--- src/rtl/regfile_wb_ctrl_if.sv ---
// Writeback bus for regfile_wb_ctrl: two requester
// handshakes plus the register-file write port.
interface regfile_wb_ctrl_if #(
    parameter int DW = 32,
    parameter int AW = 5
);
    logic          req0_valid;
    logic [AW-1:0] req0_addr;
    logic [DW-1:0] req0_data;
    logic          req0_ready;
    logic          req1_valid;
    logic [AW-1:0] req1_addr;
    logic [DW-1:0] req1_data;
    logic          req1_ready;
    logic          we3;
    logic [AW-1:0] wa3;
    logic [DW-1:0] wd3;
    logic          init_done;

    modport slave (
        input  req0_valid, req0_addr, req0_data,
        input  req1_valid, req1_addr, req1_data,
        output req0_ready, req1_ready,
        output we3, wa3, wd3, init_done
    );

    modport master (
        output req0_valid, req0_addr, req0_data,
        output req1_valid, req1_addr, req1_data,
        input  req0_ready, req1_ready,
        input  we3, wa3, wd3, init_done
    );
endinterface

--- src/rtl/regfile_wb_ctrl.sv ---
// Register-file write-port controller: zero-init sweep after reset,
// then round-robin sharing of the write port between two writers.
module regfile_wb_ctrl #(
    parameter int DW   = 32,
    parameter int AW   = 5,
    parameter int NREG = 32
) (
    input  logic              clk,
    input  logic              reset,
    regfile_wb_ctrl_if.slave  bus
);
    typedef enum logic {INIT, RUN} state_t;

    localparam logic [AW-1:0] LAST = AW'(NREG - 1);

    state_t        r_state, w_state_nx;
    logic [AW-1:0] r_cnt, w_cnt_nx;
    logic          r_last, w_last_nx;
    logic          r_we3, w_we3_nx;
    logic [AW-1:0] r_wa3, w_wa3_nx;
    logic [DW-1:0] r_wd3, w_wd3_nx;
    logic          r_done, w_done_nx;

    logic w_g0, w_g1, w_rdy0, w_rdy1;

    // r_last names the previous winner; on a tie the other side wins
    assign w_g0 = bus.req0_valid & (~bus.req1_valid | r_last);
    assign w_g1 = bus.req1_valid & (~bus.req0_valid | ~r_last);

    assign w_rdy0 = (r_state == RUN) & w_g0;
    assign w_rdy1 = (r_state == RUN) & w_g1;

    always_comb begin
        w_state_nx = r_state;
        w_cnt_nx   = r_cnt;
        w_last_nx  = r_last;
        w_we3_nx   = r_we3;
        w_wa3_nx   = r_wa3;
        w_wd3_nx   = r_wd3;
        w_done_nx  = r_done;
        unique case (r_state)
            INIT: begin
                w_we3_nx = 1'b1;
                w_wa3_nx = r_cnt;
                w_wd3_nx = '0;
                if (r_cnt == LAST) begin
                    w_state_nx = RUN;
                    w_done_nx  = 1'b1;
                end else begin
                    w_cnt_nx = r_cnt + 1'b1;
                end
            end
            RUN: begin
                if (w_rdy0) begin
                    w_last_nx = 1'b0;
                    w_wa3_nx  = bus.req0_addr;
                    w_wd3_nx  = bus.req0_data;
                    w_we3_nx  = (bus.req0_addr != '0);
                end else if (w_rdy1) begin
                    w_last_nx = 1'b1;
                    w_wa3_nx  = bus.req1_addr;
                    w_wd3_nx  = bus.req1_data;
                    w_we3_nx  = (bus.req1_addr != '0);
                end else begin
                    w_we3_nx = 1'b0;
                end
            end
            default: w_state_nx = INIT;
        endcase
    end

    always_ff @(posedge clk or posedge reset) begin
        if (reset) begin
            r_state <= INIT;
            r_cnt   <= AW'(1);
            r_last  <= 1'b1;
            r_we3   <= 1'b0;
            r_wa3   <= '0;
            r_wd3   <= '0;
            r_done  <= 1'b0;
        end else begin
            r_state <= w_state_nx;
            r_cnt   <= w_cnt_nx;
            r_last  <= w_last_nx;
            r_we3   <= w_we3_nx;
            r_wa3   <= w_wa3_nx;
            r_wd3   <= w_wd3_nx;
            r_done  <= w_done_nx;
        end
    end

    assign bus.req0_ready = w_rdy0;
    assign bus.req1_ready = w_rdy1;
    assign bus.we3        = r_we3;
    assign bus.wa3        = r_wa3;
    assign bus.wd3        = r_wd3;
    assign bus.init_done  = r_done;
endmodule

--- src/flat_wrapper.sv ---
// flat-port wrapper written by rule: the top's interface ports become plain ports
module regfile_wb_ctrl_flat 
#(
    parameter int DW   = 32,
    parameter int AW   = 5,
    parameter int NREG = 32
)
  (clk, reset, bus_req0_valid, bus_req0_addr, bus_req0_data, bus_req1_valid, bus_req1_addr, bus_req1_data, bus_req0_ready, bus_req1_ready, bus_we3, bus_wa3, bus_wd3, bus_init_done);
  regfile_wb_ctrl_if #(.DW(DW), .AW(AW)) bus_i ();
  input  logic clk;
  input  logic reset;
  input wire logic [$bits(bus_i.req0_valid)-1:0] bus_req0_valid;
  input wire logic [$bits(bus_i.req0_addr)-1:0] bus_req0_addr;
  input wire logic [$bits(bus_i.req0_data)-1:0] bus_req0_data;
  input wire logic [$bits(bus_i.req1_valid)-1:0] bus_req1_valid;
  input wire logic [$bits(bus_i.req1_addr)-1:0] bus_req1_addr;
  input wire logic [$bits(bus_i.req1_data)-1:0] bus_req1_data;
  output wire logic [$bits(bus_i.req0_ready)-1:0] bus_req0_ready;
  output wire logic [$bits(bus_i.req1_ready)-1:0] bus_req1_ready;
  output wire logic [$bits(bus_i.we3)-1:0] bus_we3;
  output wire logic [$bits(bus_i.wa3)-1:0] bus_wa3;
  output wire logic [$bits(bus_i.wd3)-1:0] bus_wd3;
  output wire logic [$bits(bus_i.init_done)-1:0] bus_init_done;
  assign bus_i.req0_valid = bus_req0_valid;
  assign bus_i.req0_addr = bus_req0_addr;
  assign bus_i.req0_data = bus_req0_data;
  assign bus_i.req1_valid = bus_req1_valid;
  assign bus_i.req1_addr = bus_req1_addr;
  assign bus_i.req1_data = bus_req1_data;
  assign bus_req0_ready = bus_i.req0_ready;
  assign bus_req1_ready = bus_i.req1_ready;
  assign bus_we3 = bus_i.we3;
  assign bus_wa3 = bus_i.wa3;
  assign bus_wd3 = bus_i.wd3;
  assign bus_init_done = bus_i.init_done;
  regfile_wb_ctrl #(.DW(DW), .AW(AW), .NREG(NREG)) u_core (.clk(clk), .reset(reset), .bus(bus_i));
endmodule
--- config.mk ---
export PLATFORM = sky130hd
export DESIGN_NAME = regfile_wb_ctrl_flat
export DESIGN_NICKNAME = d
export VERILOG_FILES = /design/src/rtl/regfile_wb_ctrl_if.sv /design/src/rtl/regfile_wb_ctrl.sv /design/src/flat_wrapper.sv
export SDC_FILE = /design/constraint.sdc
export NUM_CORES = 1
export LEC_CHECK = 0
export ABC_AREA = 0
export CAP_MARGIN = 30
export CORE_MARGIN = 4
export CORE_UTILIZATION = 60
export DETAILED_ROUTE_END_ITERATION = 8
export DONT_BUFFER_PORTS = 1
export PLACE_DENSITY_LB_ADDON = 0.15
export SETUP_SLACK_MARGIN = 0.4
export SYNTH_ARGS = -nofsm -noshare
export SYNTH_HDL_FRONTEND = slang
export SYNTH_SLANG_ARGS = --single-unit
--- constraint.sdc ---
create_clock -name clk -period 2.16 [get_ports clk]
set_input_delay 0 -clock clk [delete_from_list [all_inputs] [get_ports clk]]
set_output_delay 0 -clock clk [all_outputs]
set_load 0.005 [all_outputs]
# Word level (Yosys, flattened, before mapping)
# Cells that the tools add are included.
# word_totals
regBits,46
wordCells,40
# classes
add_sub_neg,1
eq_ne,2
mux,13
bitwise,11
reduce_logical,6
# op_table
cell,count
two-way mux 32 bit,2
one-hot mux 32 bit (2 select lines),1
two-way mux 5 bit,2
one-hot mux 5 bit (2 select lines),1
nonzero test 5 bit,2
two-way mux 1 bit,6
AND reduction 2 bit,3
"adder 5 x 1 -> 5 bit, second input constant",1
"equality test 5 bit, second input constant",1
inverter 1 bit,5
bitwise AND 1 bit,4
"inequality test 3 bit, second input constant",1
bitwise OR 1 bit,2
one-hot mux 1 bit (2 select lines),1
nonzero test 2 bit,1

# Longest topological paths before layout
# depth
depth_word,7
depth_mapped,6
ltp_nobuf,6

# Worst setup path after synthesis
# Ideal clock, no wire load.
# synth_path
path_type,flip-flop to flip-flop
start,register u_core.r_cnt[1]
end,register u_core.r_cnt[1]
arrival_ns,1.561
setup_slack_ns,0.475
path_stages_with_launch,6
period_less_slack_ns,1.685
path_cell_list,dfrtp_1 -> ha_1 -> and3_1 -> ha_1 -> nor2_1 -> mux2_2
# synth_via
elab_chain_len,3
elab_cells_between_ends,4
# synth_lines
item,line,rtl
"start, declared",regfile_wb_ctrl.sv:17,"logic [AW-1:0] r_cnt, w_cnt_nx;"
"start signal, assigned",regfile_wb_ctrl.sv:83,r_cnt <= w_cnt_nx;
branches (longest 3 deep; another with adder 5 x 1 -> 5 bit),n/a,
# Several ways; the timed one is not identified.
# A chain may end at the register's enable or synchronous reset.

# Final worst setup path
# layout_path
start,register u_core.r_state
end,register u_core.r_last
# layout_via
elab_chain_len,3
elab_cells_between_ends,5
# layout_lines
item,line,rtl
"start, declared",regfile_wb_ctrl.sv:16,"state_t r_state, w_state_nx;"
"start signal, assigned",regfile_wb_ctrl.sv:82,r_state <= w_state_nx;
bitwise AND 1 bit (on tied branches),"regfile_wb_ctrl.sv:30, regfile_wb_ctrl.sv:31",
nonzero test 2 bit (no line),n/a,
AND reduction 2 bit (no line),n/a,
"end signal, assigned",regfile_wb_ctrl.sv:84,r_last <= w_last_nx;
"end, declared",regfile_wb_ctrl.sv:18,"logic r_last, w_last_nx;"
# Parallel ways exist; a longest one is shown, timed or not.

==> metrics <==
status=finished, final reports clean; All-Layer GR Usage=27.8%; IO Port Bufs=0; final antenna diode count=0; area used by multi-input combinational logic=1440 µm²; sequential element share of the synthesized area=41.9%; Die Y-Extent=75.7 µm; CTS root buffer=sky130_fd_sc_hd__clkbuf_8; register bit total from synthesis=46; fraction of registers with async set or reset after synthesis=100%; DP Area=2790 µm²; number of buffers and inverters on the critical path=2; worst rel slew slack=70.8%; clock tree from TritonCTS=done; antenna violations before repair=0; x dimension of the die=75.7 µm; required arrival time at the worst endpoint=2.40 ns; dominant synthesized flop cell=sky130_fd_sc_hd__dfrtp_1; clk buf depth=2; worst r2r path cells=4; Power Dens Cells=574 nW/µm²; number of hold-slack violations in the final timing report=0; CP Class=register to register; Area Growth Syn to Fin=33.5%; Yosys warning total=0; number of fill cells=248; total wire length after detailed routing=7820 µm; launch instance of the worst register-to-register path=u_core.r_state; remaining global-route overflow=0; storage element area=1150 µm²; clock network latency to the later pin of the worst-skew pair=0.30 ns; clock skew=0.0115 ns; DRC viols=0; ranking of synthesized cells by instance count=sky130_fd_sc_hd__nand2_1, sky130_fd_sc_hd__dfrtp_1, sky130_fd_sc_hd__nand3_1; Core Area=4380 µm²; number of buffers created by CTS=5; total nets after synthesis=333; DRT iter0 DRCs=172; transition time at the pin with the least slew margin=0.437 ns; crit path capture=u_core.r_last; library cell contributing the largest single delay on the critical path=sky130_fd_sc_hd__dlygate4sd3_1; summed area of non-filler cells in the final layout=3670 µm²; mean number of vias per cell=6.26; clock net sink count=46; crit-path cells=buf_4, a21oi_1, a31oi_1, dlygate4sd3_1; Crit Path Max Fanout=27; post-synthesis average cell area=10.9 µm²; kind of path behind the tightest hold check=primary input to register; first-pass GRT wire length=12000 µm; number of pins exceeding their max-slew limit in the final report=0; fraction of layout instances using a drive strength above 1=17.5%; DR pass1 iterations=4; share of the cycle needed by the critical path after routing=76.6%; kind of end point of the critical path=register; maximum level of the CTS H-tree=2; most frequently used cell type in the post-synthesis netlist=sky130_fd_sc_hd__nand2_1; via count of the first global-routing pass=2434; wire per inst=20.7 µm; largest incremental delay on the critical path=0.58 ns; Setup crit start kind=register; Final Critical Period=1.65 ns; I/O pin count=119; Leak=0.00147 µW; Cells after Synth=253; largest net degree at the start of global routing=33; Worst Path Arrival=1.90 ns; Max-cap violations=0; number of enable flip-flop cells after synthesis=0; post-synthesis cell area=2750 µm²; Peak VDD IR=401 µV; Synth top area share=40.0%; die area=5730 µm²; flop2flop setup slack=0.51 ns; clock slew seen by the registers of the worst setup and hold paths=0.09 ns; setup repair after global routing missed its margin=no; floorplan row count=24; number of nets with antenna violations after routing=0; Via Count=2366; number of cells on the critical path=4; max frequency=0.604 GHz; top area cells in the synthesized netlist=sky130_fd_sc_hd__dfrtp_1, sky130_fd_sc_hd__o311ai_4, sky130_fd_sc_hd__nand2_1; family with the most delay on the worst path=buffers and inverters; starting utilization of the core area=62.7%; Synth area leader=sky130_fd_sc_hd__dfrtp_1; FF-to-FF End=u_core.r_last; beginning of the critical path=u_core.r_state; hpwl dp=4430 µm; setup tns final=0 ns; number of failing setup endpoints in the final timing report=0; nets@finish=405; routability congestion estimate=0.803; library cells used by synthesis=34
==> stage by stage <==
step | util (%) | hold slack [ns] | total power, µW | cells | worst slack [ns]
after floorplan | - | 0.159 | 1380 | 253 | 0.475
after global placement | 63.7 | -0.0970 | 1440 | 292 | 0.405
after detailed placement | 63.7 | -0.0938 | 1450 | 292 | 0.365
after CTS | 83.6 | 0.00822 | 2110 | 378 | 0.464
after global routing | 83.7 | 0.0505 | 2220 | 378 | 0.417
final | 83.7 | 0.0221 | 2110 | 378 | 0.505
==> where the power goes <==
part | internal [µW] | switching [µW]
Combinational | 275 | 255
Sequential | 955 | 79.2
Clock | 259 | 285
Total | 1490 | 620
==> cells in the final DEF, fill, tap and decap left out, drive strengths merged, types with 2 or more instances in the layout <==
| master | instances |
|---|---|
| o211ai | 2 |
| dfstp | 2 |
| nor3 | 4 |
| inv | 8 |
| clkbuf | 7 |
| nand3 | 34 |
| xnor2 | 2 |
| dfrtp | 44 |
| nor2 | 7 |
| a21oi | 4 |
| buf | 11 |
| dlygate4sd3 | 78 |
| ha | 2 |
| o311ai | 32 |
| mux2 | 2 |
| a31oi | 2 |
| nand2 | 68 |
| a41oi | 2 |
| o221a | 4 |
| or4 | 2 |
==> sequential cells by signal, summed over array words and instances (netlist names) <==
register	flops
u_core.bus.we3	1
u_core.bus.init_done	1
u_core.bus.wa3	5
u_core.r_state	1
u_core.r_cnt	5
u_core.r_last	1
u_core.bus.wd3	32
==> area by class of cell <==
| cell class | count | share of cell area [%] |
|---|---|---|
| Multi-Input combinational cell | 175 | 39.2 |
| Sequential cell | 46 | 31.4 |
| Timing Repair Buffer | 89 | 24.2 |
| Clock buffer | 7 | 2.35 |
| Tap cell | 52 | 1.77 |
| Inverter | 8 | 0.886 |
| Clock inverter | 1 | 0.136 |
==> routing by layer <==
metal	up-vias	routed length, µm	global-route usage [%]
met2	110	4050	48.6
met3	21	640	7.52
met4	0	194	9.90
met5	-	0	0
met1	1177	2940	32.6
li1	1058	-	-
==> worst register-to-register path, stage by stage (launching register included) <==
cell and delay [ns]:
sky130_fd_sc_hd__dfrtp_1 0.44, sky130_fd_sc_hd__buf_4 0.32, sky130_fd_sc_hd__a21oi_1 0.10, sky130_fd_sc_hd__a31oi_1 0.16
sky130_fd_sc_hd__dlygate4sd3_1 0.58
==> logic make-up after synthesis <==
logic type	count (synthesis)	synth area share, %
buffers and inverters	32	6.37
muxes	2	0.819
and+or+nand+nor	120	19.4
xor gates and xnor gates	3	0.956
AOI/OAI and AO/OA	48	29.6
DFF	46	41.9
adders and majority gates	2	0.910
==> worst min path at each step <==
stage,slack (ns),from,depth (start not counted),end
finish,0.02,bus_req1_addr[4],3,u_core.bus.wa3[4]
global route,0.05,bus_req1_addr[4],3,u_core.bus.wa3[4]
CTS,0.008,bus_req1_addr[4],3,u_core.bus.wa3[4]
detailed placement,-0.09,reset,1,u_core.bus.wd3[8]
global placement,-0.1,reset,1,u_core.bus.wd3[8]
floorplan,0.16,bus_req0_data[7],2,u_core.bus.wd3[7]
==> what timing repair did <==
action | in CTS | in global routing
gates cloned | 0 | 0
buffers inserted | 0 | 0
hold buffers | 78 | 0
gates resized for setup | 1 | 1
endpoints found under the hold margin | 58 | 0
setup endpoints to repair | 2 | 2
(Power assumes the default switching activity.)
